File: src/rtl/multisim_rw_arbiter.sv
// multisim_rw_arbiter
// Round-robin arbiter that lets NUM_REQ requesters share one read/write
// channel to a server.  Exactly one transaction is in flight at a time:
// grant (IDLE) -> push command (CMD) -> pull server response (RSP) ->
// return response to the granted requester (RET).
//
// Handshakes: every valid/ready pair transfers on a rising clk edge where
// both are high.  A valid, once raised, holds its payload stable until that
// edge.  A ready may be raised without a valid; it moves nothing by itself.
//
// cmd_data layout, MSB first: {wdata[DATA_WIDTH], addr zero-extended to 64,
// op zero-extended to DATA_WIDTH}.  With the default 64-bit data this is
// {wdata, addr64, op64}.  ADDR_WIDTH is expected to be at most 64.
module multisim_rw_arbiter #(
    parameter  int NUM_REQ    = 4,
    parameter  int ADDR_WIDTH = 64,
    parameter  int DATA_WIDTH = 64,
    localparam int IDW        = (NUM_REQ > 1) ? $clog2(NUM_REQ) : 1,
    localparam int CMDW       = 2*DATA_WIDTH + 64
) (
    input  logic                           clk,
    input  logic                           rst_n,
    // requester side
    input  logic [NUM_REQ-1:0]             req_vld,
    output logic [NUM_REQ-1:0]             req_rdy,
    input  logic [NUM_REQ-1:0]             req_op,
    input  logic [NUM_REQ*ADDR_WIDTH-1:0]  req_addr,
    input  logic [NUM_REQ*DATA_WIDTH-1:0]  req_wdata,
    output logic [NUM_REQ-1:0]             rsp_vld,
    input  logic [NUM_REQ-1:0]             rsp_rdy,
    output logic [DATA_WIDTH-1:0]          rsp_data,
    // server command push
    output logic                           cmd_vld,
    input  logic                           cmd_rdy,
    output logic [CMDW-1:0]                cmd_data,
    // server response pull
    input  logic                           srv_rsp_vld,
    output logic                           srv_rsp_rdy,
    input  logic [DATA_WIDTH-1:0]          srv_rsp_data,
    // status
    output logic [IDW-1:0]                 grant_id,
    output logic                           busy,
    output logic [31:0]                    txn_cnt,
    output logic [1:0]                     dbg_state
);

    typedef enum logic [1:0] {
        IDLE = 2'd0,
        CMD  = 2'd1,
        RSP  = 2'd2,
        RET  = 2'd3
    } state_t;

    state_t                 state;
    state_t                 state_nxt;

    logic [IDW-1:0]         last_grant;
    logic                   lat_op;
    logic [ADDR_WIDTH-1:0]  lat_addr;
    logic [DATA_WIDTH-1:0]  lat_wdata;
    logic [DATA_WIDTH-1:0]  lat_rdata;

    logic                   rr_found;
    logic [IDW-1:0]         rr_idx;
    logic [IDW:0]           rr_cand;

    logic                   sel_op;
    logic [ADDR_WIDTH-1:0]  sel_addr;
    logic [DATA_WIDTH-1:0]  sel_wdata;

    logic                   grant_fire;
    logic                   rsp_fire;

    logic [63:0]            addr_ext;
    logic [DATA_WIDTH-1:0]  op_ext;

    // Round-robin search: first valid requester after last_grant, wrapping.
    // Offset NUM_REQ lands back on last_grant so a lone requester is re-granted.
    always_comb begin
        rr_found = 1'b0;
        rr_idx   = '0;
        rr_cand  = '0;
        for (int k = 1; k <= NUM_REQ; k++) begin
            rr_cand = {1'b0, last_grant} + (IDW+1)'(k);
            if (rr_cand >= (IDW+1)'(NUM_REQ)) begin
                rr_cand = rr_cand - (IDW+1)'(NUM_REQ);
            end
            if (!rr_found && req_vld[rr_cand[IDW-1:0]]) begin
                rr_found = 1'b1;
                rr_idx   = rr_cand[IDW-1:0];
            end
        end
    end

    // Select the winning requester's command fields.
    always_comb begin
        sel_op    = 1'b0;
        sel_addr  = '0;
        sel_wdata = '0;
        for (int i = 0; i < NUM_REQ; i++) begin
            if (rr_idx == IDW'(i)) begin
                sel_op    = req_op[i];
                sel_addr  = req_addr[i*ADDR_WIDTH +: ADDR_WIDTH];
                sel_wdata = req_wdata[i*DATA_WIDTH +: DATA_WIDTH];
            end
        end
    end

    // Next-state and handshake outputs.  req_rdy is gated by rst_n so that no
    // grant is signalled while reset is held.
    always_comb begin
        state_nxt   = state;
        req_rdy     = '0;
        cmd_vld     = 1'b0;
        srv_rsp_rdy = 1'b0;
        rsp_vld     = '0;
        rsp_data    = '0;
        grant_fire  = 1'b0;
        rsp_fire    = 1'b0;
        case (state)
            IDLE: begin
                if (rr_found && rst_n) begin
                    req_rdy[rr_idx] = 1'b1;
                    grant_fire      = 1'b1;
                    state_nxt       = CMD;
                end
            end
            CMD: begin
                cmd_vld = 1'b1;
                if (cmd_rdy) begin
                    state_nxt = RSP;
                end
            end
            RSP: begin
                srv_rsp_rdy = 1'b1;
                if (srv_rsp_vld) begin
                    state_nxt = RET;
                end
            end
            RET: begin
                rsp_vld[grant_id] = 1'b1;
                rsp_data          = lat_rdata;
                if (rsp_rdy[grant_id]) begin
                    rsp_fire  = 1'b1;
                    state_nxt = IDLE;
                end
            end
            default: begin
                state_nxt = IDLE;
            end
        endcase
    end

    // State register.
    always_ff @(posedge clk or negedge rst_n) begin
        if (!rst_n) begin
            state <= IDLE;
        end else begin
            state <= state_nxt;
        end
    end

    // Grant bookkeeping and command capture; read commands carry zero wdata.
    always_ff @(posedge clk or negedge rst_n) begin
        if (!rst_n) begin
            last_grant <= IDW'(NUM_REQ - 1);
            grant_id   <= '0;
            lat_op     <= 1'b0;
            lat_addr   <= '0;
            lat_wdata  <= '0;
        end else if (grant_fire) begin
            last_grant <= rr_idx;
            grant_id   <= rr_idx;
            lat_op     <= sel_op;
            lat_addr   <= sel_addr;
            lat_wdata  <= sel_op ? '0 : sel_wdata;
        end
    end

    // Capture the server response; writes also get one and it passes unmodified.
    always_ff @(posedge clk or negedge rst_n) begin
        if (!rst_n) begin
            lat_rdata <= '0;
        end else if (state == RSP && srv_rsp_vld) begin
            lat_rdata <= srv_rsp_data;
        end
    end

    // Completed-transaction counter, free to wrap.
    always_ff @(posedge clk or negedge rst_n) begin
        if (!rst_n) begin
            txn_cnt <= '0;
        end else if (rsp_fire) begin
            txn_cnt <= txn_cnt + 32'd1;
        end
    end

    // Pack the command word from the latched fields.
    always_comb begin
        addr_ext                 = '0;
        addr_ext[ADDR_WIDTH-1:0] = lat_addr;
        op_ext                   = '0;
        op_ext[0]                = lat_op;
    end

    assign cmd_data  = {lat_wdata, addr_ext, op_ext};
    assign busy      = (state != IDLE);
    assign dbg_state = state;

    // Structural promises made to neighbours.
    a_req_rdy_onehot: assert property (@(posedge clk) disable iff (!rst_n)
        $onehot0(req_rdy));
    a_rsp_vld_onehot: assert property (@(posedge clk) disable iff (!rst_n)
        $onehot0(rsp_vld));
    a_cmd_stable: assert property (@(posedge clk) disable iff (!rst_n)
        (cmd_vld && !cmd_rdy) |=> (cmd_vld && $stable(cmd_data)));

endmodule

File: config.mk
export PLATFORM = sky130hd
export DESIGN_NAME = multisim_rw_arbiter
export DESIGN_NICKNAME = d
export VERILOG_FILES = /design/src/rtl/multisim_rw_arbiter.sv
export SDC_FILE = /design/constraint.sdc
export NUM_CORES = 1
export LEC_CHECK = 0
export BUFFER_PORTS_ARGS = -buffer_cell sky130_fd_sc_hd__buf_2
export CAP_MARGIN = 20
export CORE_AREA = 2 2 347 349
export DETAILED_ROUTE_END_ITERATION = 10
export DIE_AREA = 0 0 349 351
export PLACE_DENSITY = 0.39
export SLEW_MARGIN = 5
export SYNTH_ARGS = -nofsm -noshare
export SYNTH_HDL_FRONTEND = slang
export SYNTH_SLANG_ARGS = --single-unit
export TNS_END_PERCENT = 10
File: constraint.sdc
create_clock -name clk -period 2.4 [get_ports clk]
set_clock_uncertainty 0.2 [all_clocks]
set_input_delay 0.48 -clock clk [delete_from_list [all_inputs] [get_ports clk]]
set_output_delay 0.48 -clock clk [all_outputs]
set_load 0.02 [all_outputs]
# == Yosys cells after proc, flatten, opt, wreduce, memory -nomap -nowiden ==
# Index checks and enable logic that the tools add are counted.
# totals
register_bits,231
output_inout_bits,303
elab_cells,107
# classes
addsub,9
muxes,54
eq_ne,10
order_cmp,12
reduce_logical,14
# op_table
operator,count
2-to-1 mux 64 bit,10
adder 32 x 1 -> 32 bit (second input constant),1
2-to-1 mux 2 bit,12
2-to-1 mux 1 bit,21
less-than comparator 2 x 3 -> 1 bit (second input constant),6
>= comparator 3 bit (second input constant),4
2-to-1 mux 4 bit,3
binary-select mux 1 bit (select 2 bit),5
equality test 2 bit (second input constant),4
inequality test 2 bit (second input constant),4
case mux 2 bit (4 select lines),1
subtractor 2 x 1 -> 2 bit (second input constant),4
logical AND 1 bit,7
adder 2 x 2 -> 3 bit (second input constant),2
demux 1 bit (select 2 bit),2
equality test 2 x 1 -> 1 bit (second input constant),2
>= comparator 2 x 1 -> 1 bit (second input constant),2
zero test 2 bit,2
AND reduction 4 bit,1
adder 2 x 1 -> 3 bit (second input constant),1
adder 2 x 3 -> 3 bit (second input constant),1
zero test 1 bit,3
nonzero test 2 bit,1

# == Logic depth before layout (Yosys ltp) ==
# Gate-level depths: netlist of the first run.
# logic_depth
word_depth,21
mapped_depth,10

# == Worst setup path after synthesis of the first run ==
# Ideal clock, no wire load.
# synth_timing
kind,register to output
start,"register state[0], in the netlist dbg_state[0]"
end,output req_rdy[0]
slack_ps,-324
stages_incl_launch_ff,9
arrival_time_ps,2044
n_path_buf,3
path_cell_list,dfrtp_1 inv_1 ha_1 inv_1 or2_0 buf_1 buf_2 buf_2 nor3_1
# synth_via
elab_chain_cells,2
# synth_lines
item,line,source
"start, declared",54,state_t state;
"start signal, assigned",159,state <= state_nxt;
zero test 2 bit,120,case (state)
2-to-1 mux 4 bit,120,
"end, declared",25,"output logic [NUM_REQ-1:0] req_rdy,"
# Every way passes these cells.

# == Worst setup path after layout of the first run ==
# layout_timing
start,register last_grant[1]
end,output req_rdy[0]
# layout_via
elab_chain_cells,21
elab_cells_between_ends,46
cone_classes,8 x add/sub; 6 x order compare; 24 x mux; 8 x reduce/logical
# layout_lines
item,line,source
"start, declared",57,logic [IDW-1:0] last_grant;
"start signal, assigned",166,last_grant <= IDW'(NUM_REQ - 1);
"start signal, assigned",172,last_grant <= rr_idx;
adder 2 x 1 -> 3 bit,84,"rr_cand = {1'b0, last_grant} + (IDW+1)'(k);"
>= comparator 3 bit / subtractor 2 x 1 -> 2 bit (equally long branches),"85, 86",
2-to-1 mux 2 bit,85,if (rr_cand >= (IDW+1)'(NUM_REQ)) begin
binary-select mux 1 bit (select 2 bit),88,if (!rr_found && req_vld[rr_cand[IDW-1:0]]) begin
2-to-1 mux 1 bit (not written as such),88,
2-to-1 mux 1 bit,88,
zero test 1 bit,88,
logical AND 1 bit,88,
(+5 left out),--,
logical AND 1 bit,88,
2-to-1 mux 2 bit,88,
less-than comparator 2 x 3 -> 1 bit (not written as such) / >= comparator 2 x 1 -> 1 bit (equally long branches),123,req_rdy[rr_idx] = 1'b1;
logical AND 1 bit (not written as such),123,
2-to-1 mux 1 bit (not written as such),123,
demux 1 bit (select 2 bit),123,
2-to-1 mux 4 bit *,122,if (rr_found && rst_n) begin
2-to-1 mux 4 bit *,120,
# Mark *: on every way between the ends. The rest lies on a longest branch, timed or not. The select of a mux whose other input is x is not followed.

==> results.toml, run 1 <==
[final_layout]
nNetsFinal = 3137
areaGrowthSynthToFinish_pct = 86.2
stdcell_area_um2 = 24700
post-route-util = 0.208
layout-drive-gt1-share = 0.486

[global_route]
antenna_found_initial = 23
grt_usage = 0.114
grt_pass1_vias = 15000
grt_max_degree = 118
grt_pass1_wl_um = 102000
gr-total-overflow = 0

[timing]
max_freq_mhz = 337
hold_viol_final = 0
slew_viol_final = 0
slew_headroom = 0.465
holdWs_ns = 0.0430
tightest_slew_ns = 0.802
rsz0062_at_grt = "true"
min_period_over_period = 1.24
finalSetupViolations = 197
setup_ws_ns = -0.566
final.min_clock_period_ns = 2.97

[routing]
drtPass1Iterations = 5
wl_per_cell_um = 18.4
vias = 15000
vias_per_cell = 3.63
drt_iter0_drc = 691
ant_nets = 0
totalWireLength_um = 76000
drc = 0

[floorplan]
chipWidth_um = 349
start_util = 0.112
coreArea_um2 = 119000
dieArea_um2 = 122000
num_rows = 127
io_pins = 895
die_height_um = 351

[worst_setup_path]
timing.critical_path.arrival_ns = 2.29
critPathMaxFanout = 5
slowest_stage = "dfstp_2"
start_kind = "flip-flop"
cp_cell_sequence = "buf_6, mux2i_1, o22a_1, buf_6, o21ai_4, buf_12, nor3_4, buf_6"
critPathKind = "flip-flop to output port"
cpMostUsedCell = "buf_6"
cp.required_ns = 1.72
worstSetupEndpointType = "output port"
slowest_delay_ns = 0.60

[placed_design]
gp_congestion = 0.882
port_buffers = 831
place_area_um2 = 20000
place_hpwl_um = 58500
dp_slack_ns = -0.406

[outcome]
status = "complete, but fails checks"
violations = "setup timing"

[yosys]
syn_inst = 1376
synth_cell_types = 39
async_flop_share = 1.00
synth_seq_cells = 231
synth_warnings = 0
yosysSeqAreaShare = 0.435
synth_edf_count = 0
synth-main-ff-cell = "dfrtp_1"
synthesis.area_um2 = 13300
syn_area_per_cell_um2 = 9.66

[clock_tree]
clkLatencyLatePin_ns = 0.63
cts_tree = "yes"
root_buffer = "clkbuf_16"
clkSinkCount = 231
cts.clk_slew.worst_paths_ns = 0.06
cts_buffers = 31
htreeDepth = 1
cts_buffer_depth = 3

[power_and_ir_drop]
leakagePower_nw = 12.2
pwr-share-comb = 0.559
peakVddDrop_mv = 0.581
power_frac_clock = 0.192
p_seq_frac = 0.249
switching_share = 0.417
pwr_density_cell_nw_per_um2 = 1080
p_sw_mw = 11.1
p_int_mw = 15.6

[min_path]
hold_path_class = "input port to flip-flop"

[flow_run]
maxCapViolations = 0
[state kept, by name, summed over array words and instances (netlist names)]
signal and count:
addr_ext 64, dbg_state 2, grant_id 2, last_grant 2, lat_op 1, lat_rdata 64, lat_wdata 64, txn_cnt 32
[power by group through the flow]
stage	Sequential, mW	Clock [mW]	Combinational, mW
5_1_grt	6.86	5.55	16.1
6_report	6.66	5.12	14.9
4_1_cts	6.63	5.42	14.4
3_3_place_gp	6.66	0	13.0
3_5_place_dp	6.66	0	13.0
2_1_floorplan	7.78	0	6.30
[per-layer routing]
layer	share of wire	wire, µm	up-vias	global-route usage
li1	-	-	6973	-
met4	0.026	1940	10	0.0347
met5	0.00092	70	-	0
met2	0.46	34900	714	0.182
met1	0.42	31800	7180	0.142
met3	0.095	7230	93	0.0408
[final timing paths]
path | endpoint | depth (start not counted) | start | slack (ns)
max | req_rdy[0] | 8 | last_grant[1]$_DFFE_PN1P_ | -0.57
min | addr_ext[5]$_DFFE_PN0P_ | 5 | req_addr[69] | 0.04
max reg2reg | lat_wdata[20]$_DFFE_PN0P_ | 9 | last_grant[1]$_DFFE_PN1P_ | -0.38
min reg2reg | addr_ext[26]$_DFFE_PN0P_ | 2 | addr_ext[26]$_DFFE_PN0P_ | 0.27
max in group asynchronous | addr_ext[23]$_DFFE_PN0P_ | 3 | rst_n | 0.90
min in group asynchronous | lat_rdata[14]$_DFFE_PN0P_ | 3 | rst_n | 0.41
[cell families after synthesis]
logic type | count (synthesis) | share of synthesized area
AO/OA/AOI/OAI | 142 | 0.0744
buffers and inverters | 172 | 0.0792
adder cells (fa/ha/maj) | 5 | 0.00471
flip-flops | 231 | 0.435
AND/OR/NAND/NOR | 663 | 0.220
XOR/XNOR | 31 | 0.0204
multiplexers | 131 | 0.166
other | 1 | 0.000282
[cell usage after synthesis (5+ instances only)]
library cell  number  area [µm²]
and2_1            67         419
nand4_1           12        75.1
buf_2             26         130
xor2_1             5        43.8
clkbuf_1          47         176
buf_12             5         100
nor3_1             6        30.0
ha_1               5        62.6
mux4_2            65        1460
buf_4             71         533
o21ai_0           66         330
nand2_1          407        1530
mux2_2            65         732
buf_1             14        52.6
a22o_1            64         561
dfrtp_1          229        5730
nand3_1          140         701
inv_1              6        22.5
xnor2_1           26         228
nor2_1            15        56.3
and3_1             6        37.5
[layout make-up]
| type | instances | area, µm² |
|---|---|---|
| Timing Repair Buffer | 1235 | 8870 |
| Clock inverter | 12 | 180 |
| Clock buffer | 46 | 922 |
| Antenna cell | 8 | 20.0 |
| Sequential cell | 231 | 5790 |
| Tap cell | 1548 | 1940 |
| Inverter | 6 | 22.5 |
| Multi-Input combinational cell | 1035 | 7000 |
| Fill cell | 13200 | 94300 |
[through the flow]
step	TNS (ns)	cells	total power, mW
after floorplan	-0.215	1438	14.1
after global placement	-26.43	3776	19.7
after detailed placement	-30.18	3776	19.7
after CTS	-56.12	4103	26.5
after global routing	-68.55	4118	28.5
final	-47.51	4121	26.7
[worst max-delay path, delay by kind of cell (launching register included)]
family	cells	cell delay (ns)
AO/OA/AOI/OAI	2	0.26
buffers and inverters	4	0.50
flip-flops	1	0.60
AND/OR/NAND/NOR	1	0.11
multiplexers	1	0.17
[what timing repair did]
item,4_1_cts,5_1_grt
gates resized for setup,141,105
gates cloned,4,5
pin swaps,27,29
endpoints found under the hold margin,352,0
setup endpoints to repair,202,202
setup buffers,17,5
hold buffers,248,0
[cell usage in the layout, fill, tap and decap left out, types with 4 or more instances in the layout]
master         synthesis  final
o21ai_0               66     44
clkinv_2               0      5
and4_1                 4      4
nand2_1              407    401
nand3_1              140    125
nand4_1               12     12
buf_16                 0      8
nand3_2                0     15
clkbuf_1              47      6
clkbuf_8               0      9
nor2_1                15     12
and2_4                 0     37
buf_8                  1      8
dlygate4sd3_1          0    248
nand2_2                0      5
inv_1                  6      5
mux4_2                65     65
and2_1                67     30
buf_6                  2     65
xnor2_1               26     26
buf_2                 26    782
mux2_2                65     65
buf_4                 71     88
a22o_1                64     64
xor2_1                 5      5
o21ai_1                0     21
dfrtp_1              229    227
conb_1                 1     63
diode_2                0      8
and3_1                 6      6
clkbuf_16              0     35
bufinv_16              0      4
buf_12                 5     32
No activity file was read; power rests on OpenSTA's default activity.
==> run 2, diff against run 1 <==
--- a/config.mk
+++ b/config.mk
@@ -8,9 +8,10 @@
 export BUFFER_PORTS_ARGS = -buffer_cell sky130_fd_sc_hd__buf_2
 export CAP_MARGIN = 20
 export CORE_AREA = 2 2 347 349
+export CTS_BUF_LIST = sky130_fd_sc_hd__clkbuf_8 sky130_fd_sc_hd__clkbuf_16
 export DETAILED_ROUTE_END_ITERATION = 10
 export DIE_AREA = 0 0 349 351
-export PLACE_DENSITY = 0.39
+export PLACE_DENSITY = 0.4
 export SLEW_MARGIN = 5
 export SYNTH_ARGS = -nofsm -noshare
 export SYNTH_HDL_FRONTEND = slang
==> run 2 against run 1 <==
Net effect: the run still ends with setup timing left; via count is 5.1% lower; global-route usage is 0.48 points higher; utilization is 1.5 points lower; cell count is 4.2% lower; hold slack better by 0.010 ns; die area stayed put; sequential cell count stayed put; setup slack better by 0.11 ns.
==> results.toml, run 2 (same netlist as run 1, synthesis figures left out) <==
[outcome]
status = "complete, but fails checks"
violations = "setup timing"

[timing]
max_freq_mhz = 350
finalSetupViolations = 201
setup_ws_ns = -0.455
slew_headroom = 0.440
slew_viol_final = 0
final.min_clock_period_ns = 2.86
rsz0062_at_grt = "true"
min_period_over_period = 1.19
hold_viol_final = 0
setup_tns_ns = -40.90
tightest_slew_ns = 0.840

[global_route]
grt_usage = 0.118
grt_max_degree = 120
grt_use_met1 = 0.147
grt_pass1_wl_um = 104000
gr-total-overflow = 0
antenna_found_initial = 19
met2_usage = 0.188
grt_pass1_vias = 14200
grt.busiest_layer = "met2"
grt_util_met3 = 0.0462

[placed_design]
place_hpwl_um = 60400
dp_cells = 3776
dp_slack_ns = -0.539
gp_congestion = 0.875
port_buffers = 831

[clock_tree]
htreeDepth = 2
clkSinkCount = 231
cts_buffers = 35
cts_tree = "yes"
root_buffer = "clkbuf_16"
clkLatencyLatePin_ns = 0.57
cts_buffer_depth = 3
cts.clk_slew.worst_paths_ns = 0.07

[power_and_ir_drop]
pwr_density_cell_nw_per_um2 = 1180
leakagePower_nw = 11.5
peakVddDrop_mv = 0.485

[floorplan]
start_util = 0.112
dieArea_um2 = 122000
die_height_um = 351
num_rows = 127
chipWidth_um = 349
io_pins = 895
coreArea_um2 = 119000

[routing]
drt_iter0_drc = 728
totalWireLength_um = 77400
drc = 0
vias = 14200
wl_per_cell_um = 19.6
vias_per_cell = 3.60
ant_nets = 0
drtPass1Iterations = 4

[final_layout]
final_cell_mix = "buf_2 (761), nand2_1 (399), dfrtp_1 (227)"
areaGrowthSynthToFinish_pct = 72.9
instances_no_fill = 3949
nNetsFinal = 2957
layout_commonest_cell = "buf_2"
layout-drive-gt1-share = 0.524

[worst_setup_path]
cp_cell_sequence = "and3b_2, o32a_4, buf_6, nor3_4, buf_6"
critPathMaxFanout = 3
r2r_slack_ns = -0.35
slowest_stage = "dfstp_2"
slowest_delay_ns = 0.54
cpMostUsedCell = "buf_6"
cp_num_buf_inv = 2
critPathKind = "flip-flop to output port"
start_kind = "flip-flop"
timing.critical_path.arrival_ns = 2.18
cp_top_family = "flip-flops"
worstSetupEndpointType = "output port"
cp.required_ns = 1.72

[flow_run]
maxCapViolations = 0

[min_path]
hold_path_class = "input port to flip-flop"
run 2: routing by layer:
metal | part of all wire | up-vias
li1 | - | 6616
met1 | 0.42 | 6804
met4 | 0.028 | 20
met2 | 0.45 | 655
met5 | 0.0032 | -
met3 | 0.098 | 109
run 2: final timing paths:
path                                      startpoint                         to  depth (start not counted)
setup / recovery           last_grant[0]$_DFFE_PN1P_                 req_rdy[0]                          5
hold reg to reg              addr_ext[7]$_DFFE_PN0P_    addr_ext[7]$_DFFE_PN0P_                          2
max in group asynchronous                      rst_n   addr_ext[25]$_DFFE_PN0P_                          3
hold / removal                         req_addr[253]   addr_ext[61]$_DFFE_PN0P_                          5
setup reg to reg           last_grant[1]$_DFFE_PN1P_   lat_wdata[5]$_DFFE_PN0P_                         10
min in group asynchronous                      rst_n  lat_rdata[17]$_DFFE_PN0P_                          2
run 2: power breakdown:
group / internal [mW] / switching (mW)
combinational: 6.60 / 8.05
clock: 3.44 / 2.22
sequential: 5.61 / 1.10
run 2: layout make-up:
cell class	instances	area [µm²]
Clock buffer	42	972
Inverter	6	22.5
Tap cell	1548	1940
Fill cell	13300	96000
Sequential cell	231	5790
Antenna cell	15	37.5
Timing Repair Buffer	1051	6980
Clock inverter	21	263
Multi-Input combinational cell	1035	6980
run 2: timing repair:
action,4_1_cts,5_1_grt
buffers inserted,22,3
cloned,6,0
hold buffers,65,0
resized for setup,119,137
hold endpoints to repair,293,0
setup endpoints to repair,186,206
pin swaps,7,7
run 2: stage by stage:
stage          instance area (µm²)  utilization  hold slack (ns)  total power [mW]
2_1_floorplan                13600            -          -0.0156              14.1
3_3_place_gp                 20000        0.168           0.0725              19.7
3_5_place_dp                 20000        0.168           0.0712              19.8
4_1_cts                      22600        0.190          0.00222              27.0
5_1_grt                      22900        0.193           0.0306              28.7
6_report                     23000        0.193           0.0530              27.0
run 2: tightest hold or removal path, stage by stage:
cell	delay [ns]
buf_2	0.09
nand2_1	0.04
nand3_1	0.06
nand2_1	0.06
o21ai_1	0.05
==> run 3, diff against run 2 <==
--- a/config.mk
+++ b/config.mk
@@ -7,12 +7,11 @@
 export LEC_CHECK = 0
 export BUFFER_PORTS_ARGS = -buffer_cell sky130_fd_sc_hd__buf_2
 export CAP_MARGIN = 20
-export CORE_AREA = 2 2 347 349
+export CORE_AREA = 2 2 349 351
 export CTS_BUF_LIST = sky130_fd_sc_hd__clkbuf_8 sky130_fd_sc_hd__clkbuf_16
 export DETAILED_ROUTE_END_ITERATION = 10
-export DIE_AREA = 0 0 349 351
-export PLACE_DENSITY = 0.4
-export SLEW_MARGIN = 5
+export DIE_AREA = 0 0 351 353
+export PLACE_DENSITY = 0.39
 export SYNTH_ARGS = -nofsm -noshare
 export SYNTH_HDL_FRONTEND = slang
 export SYNTH_SLANG_ARGS = --single-unit
==> constraint.sdc (replaced) <==
create_clock -name clk -period 3.6 [get_ports clk]
set_clock_uncertainty 0.2 [all_clocks]
set_input_delay 0.72 -clock clk [delete_from_list [all_inputs] [get_ports clk]]
set_output_delay 0.72 -clock clk [all_outputs]
set_load 0.02 [all_outputs]
==> run 3 against run 2 <==
Net effect: the flow now finishes without violations; global-route usage shrank 0.78 points; utilization decreased by 2.2 points; sequential share of layout area up 2.9 points; register-to-register slack better by 1.2 ns; first-iteration DRC count is 7.4% lower; hold slack better by 0.13 ns; clock-buffer cell count shrank 4; largest power group unchanged; wire length fell by 6.4%; clock power down 37%.
==> results.toml, run 3 (same netlist as run 1, synthesis figures left out) <==
[outcome]
status = "finished clean"

[final_layout]
nFillCells = 13700
areaGrowthSynthToFinish_pct = 54.9
layout-drive-gt1-share = 0.486
nNetsFinal = 2796
register_area_um2 = 5780
multiInputGateArea_um2 = 6730
layout_commonest_cell = "buf_2"
final_cell_mix = "buf_2 (830), nand2_1 (405), dfrtp_1 (229)"

[global_route]
grt_pass1_vias = 13700
gr-total-overflow = 0
grt_pass1_wl_um = 98200
grt_usage = 0.111
grt_max_degree = 132
antenna_found_initial = 22

[floorplan]
io_pins = 895
chipWidth_um = 351
num_rows = 128
coreArea_um2 = 121000
die_height_um = 353
start_util = 0.110
dieArea_um2 = 124000

[clock_tree]
cts-resized-gates = 0
htreeDepth = 2
cts_buffers = 34
clkSinkCount = 231
cts_buffer_depth = 3
root_buffer = "clkbuf_16"
post_cts_buffers = 0
cts.clk_slew.worst_paths_ns = 0.06
postCtsHoldBufs = 1
cts_tree = "yes"
clkLatencyLatePin_ns = 0.57

[min_path]
min_to = "lat_rdata[11]$_DFFE_PN0P_"
holdPathStages = 2
hold_path_class = "input port to flip-flop"
hp-start = "srv_rsp_data[11]"

[placed_design]
place_hpwl_um = 58900
port_buffers = 831
gp_congestion = 0.949

[timing]
min_period_over_period = 0.909
slew_headroom = 0.458
setup_tns_ns = 0
holdWs_ns = 0.182
finalSetupViolations = 0
final.min_clock_period_ns = 3.27
slew_viol_final = 0
hold_viol_final = 0
max_freq_mhz = 306
rsz0062_at_grt = "false"
tightest_slew_ns = 0.812

[worst_setup_path]
cp.required_ns = 2.68
timing.rr.start = "last_grant[1]$_DFFE_PN1P_"
rr_endpoint = "lat_wdata[56]$_DFFE_PN0P_"
start_kind = "input port"
worstSetupEndpointType = "output port"
r2r_slack_ns = 0.81
critPathMaxFanout = 4
timing.critical_path.arrival_ns = 2.35
critPathKind = "input port to output port"
reg2reg_depth = 7

[routing]
wl_per_cell_um = 18.8
top_layer = "met5"
drc = 0
drtPass1Iterations = 5
wl_met1_um = 29800
drt_iter0_drc = 674
wl_met2_um = 33300
wl_met3_um = 6940
totalWireLength_um = 72400
ant_nets = 0
vias = 13600
vias_per_cell = 3.54

[power_and_ir_drop]
leakagePower_nw = 10.4
peakVddDrop_mv = 0.333
pwr_density_cell_nw_per_um2 = 782

[flow_run]
maxCapViolations = 0
-- run 3: cell types whose count changed in the layout (fill, tap and decap cells not counted), moves of 9 or more --
| cell | before | now |
|---|---|---|
| buf_4 | 107 | 42 |
| o21ai_1 | 22 | 0 |
| nand3_1 | 131 | 140 |
| and2_4 | 39 | 0 |
| diode_2 | 15 | 6 |
| buf_2 | 761 | 830 |
| o21ai_0 | 41 | 65 |
| and2_1 | 28 | 67 |
| nand3_2 | 9 | 0 |
| buf_6 | 75 | 0 |
| buf_12 | 29 | 17 |
| dlygate4sd3_1 | 65 | 1 |
-- run 3: critical path, cell delays in order --
cell	delay, ns
dlygate4sd3_1	0.57
buf_8	0.13
o41ai_1	0.07
buf_4	0.15
nor2_1	0.17
nand2_1	0.22
nor2_1	0.15
buf_2	0.18
-- run 3: final cells by class --
| cell class | instances | area share |
|---|---|---|
| Clock inverter | 21 | 0.0129 |
| Clock buffer | 38 | 0.0440 |
| Inverter | 6 | 0.00109 |
| Multi-Input combinational cell | 1035 | 0.327 |
| Antenna cell | 6 | 0.000729 |
| Sequential cell | 231 | 0.281 |
| Tap cell | 1625 | 0.0988 |
| Timing Repair Buffer | 891 | 0.235 |
-- run 3: power breakdown --
part           leakage (nW)  switching, mW  internal [mW]
logic                  6.89           4.90           3.20
registers              2.90          0.713           3.74
clock network         0.609           1.39           2.17
-- run 3: worst max path at each step --
stage / slack [ns] / to / from
after global placement: 0.49 / lat_wdata[44]$_DFFE_PN0P_ / req_vld[3]
after CTS: 0.26 / req_rdy[1] / last_grant[0]$_DFFE_PN1P_
after global routing: 0.21 / req_rdy[2] / rst_n
after floorplan: 0.46 / req_rdy[0] / req_vld[3]
final: 0.33 / req_rdy[2] / rst_n
after detailed placement: 0.51 / lat_wdata[43]$_DFFE_PN0P_ / req_vld[3]
-- run 3: metal layers --
| metal | vias to the layer above | track usage |
|---|---|---|
| li1 | 6269 | - |
| met1 | 6593 | 0.135 |
| met2 | 659 | 0.181 |
| met3 | 106 | 0.0371 |
| met4 | 8 | 0.0367 |
| met5 | - | 0 |
-- run 3: stage by stage --
step | instances | utilization | setup slack, ns | area, µm² | total power, mW
final | 3853 | 0.171 | 0.327 | 20600 | 16.1
after global routing | 3847 | 0.171 | 0.207 | 20600 | 17.2
after CTS | 3847 | 0.171 | 0.263 | 20600 | 16.5
after detailed placement | 3787 | 0.161 | 0.507 | 19400 | 12.7
after global placement | 3787 | 0.161 | 0.489 | 19400 | 12.7
after floorplan | 1438 | - | 0.460 | 13500 | 9.36
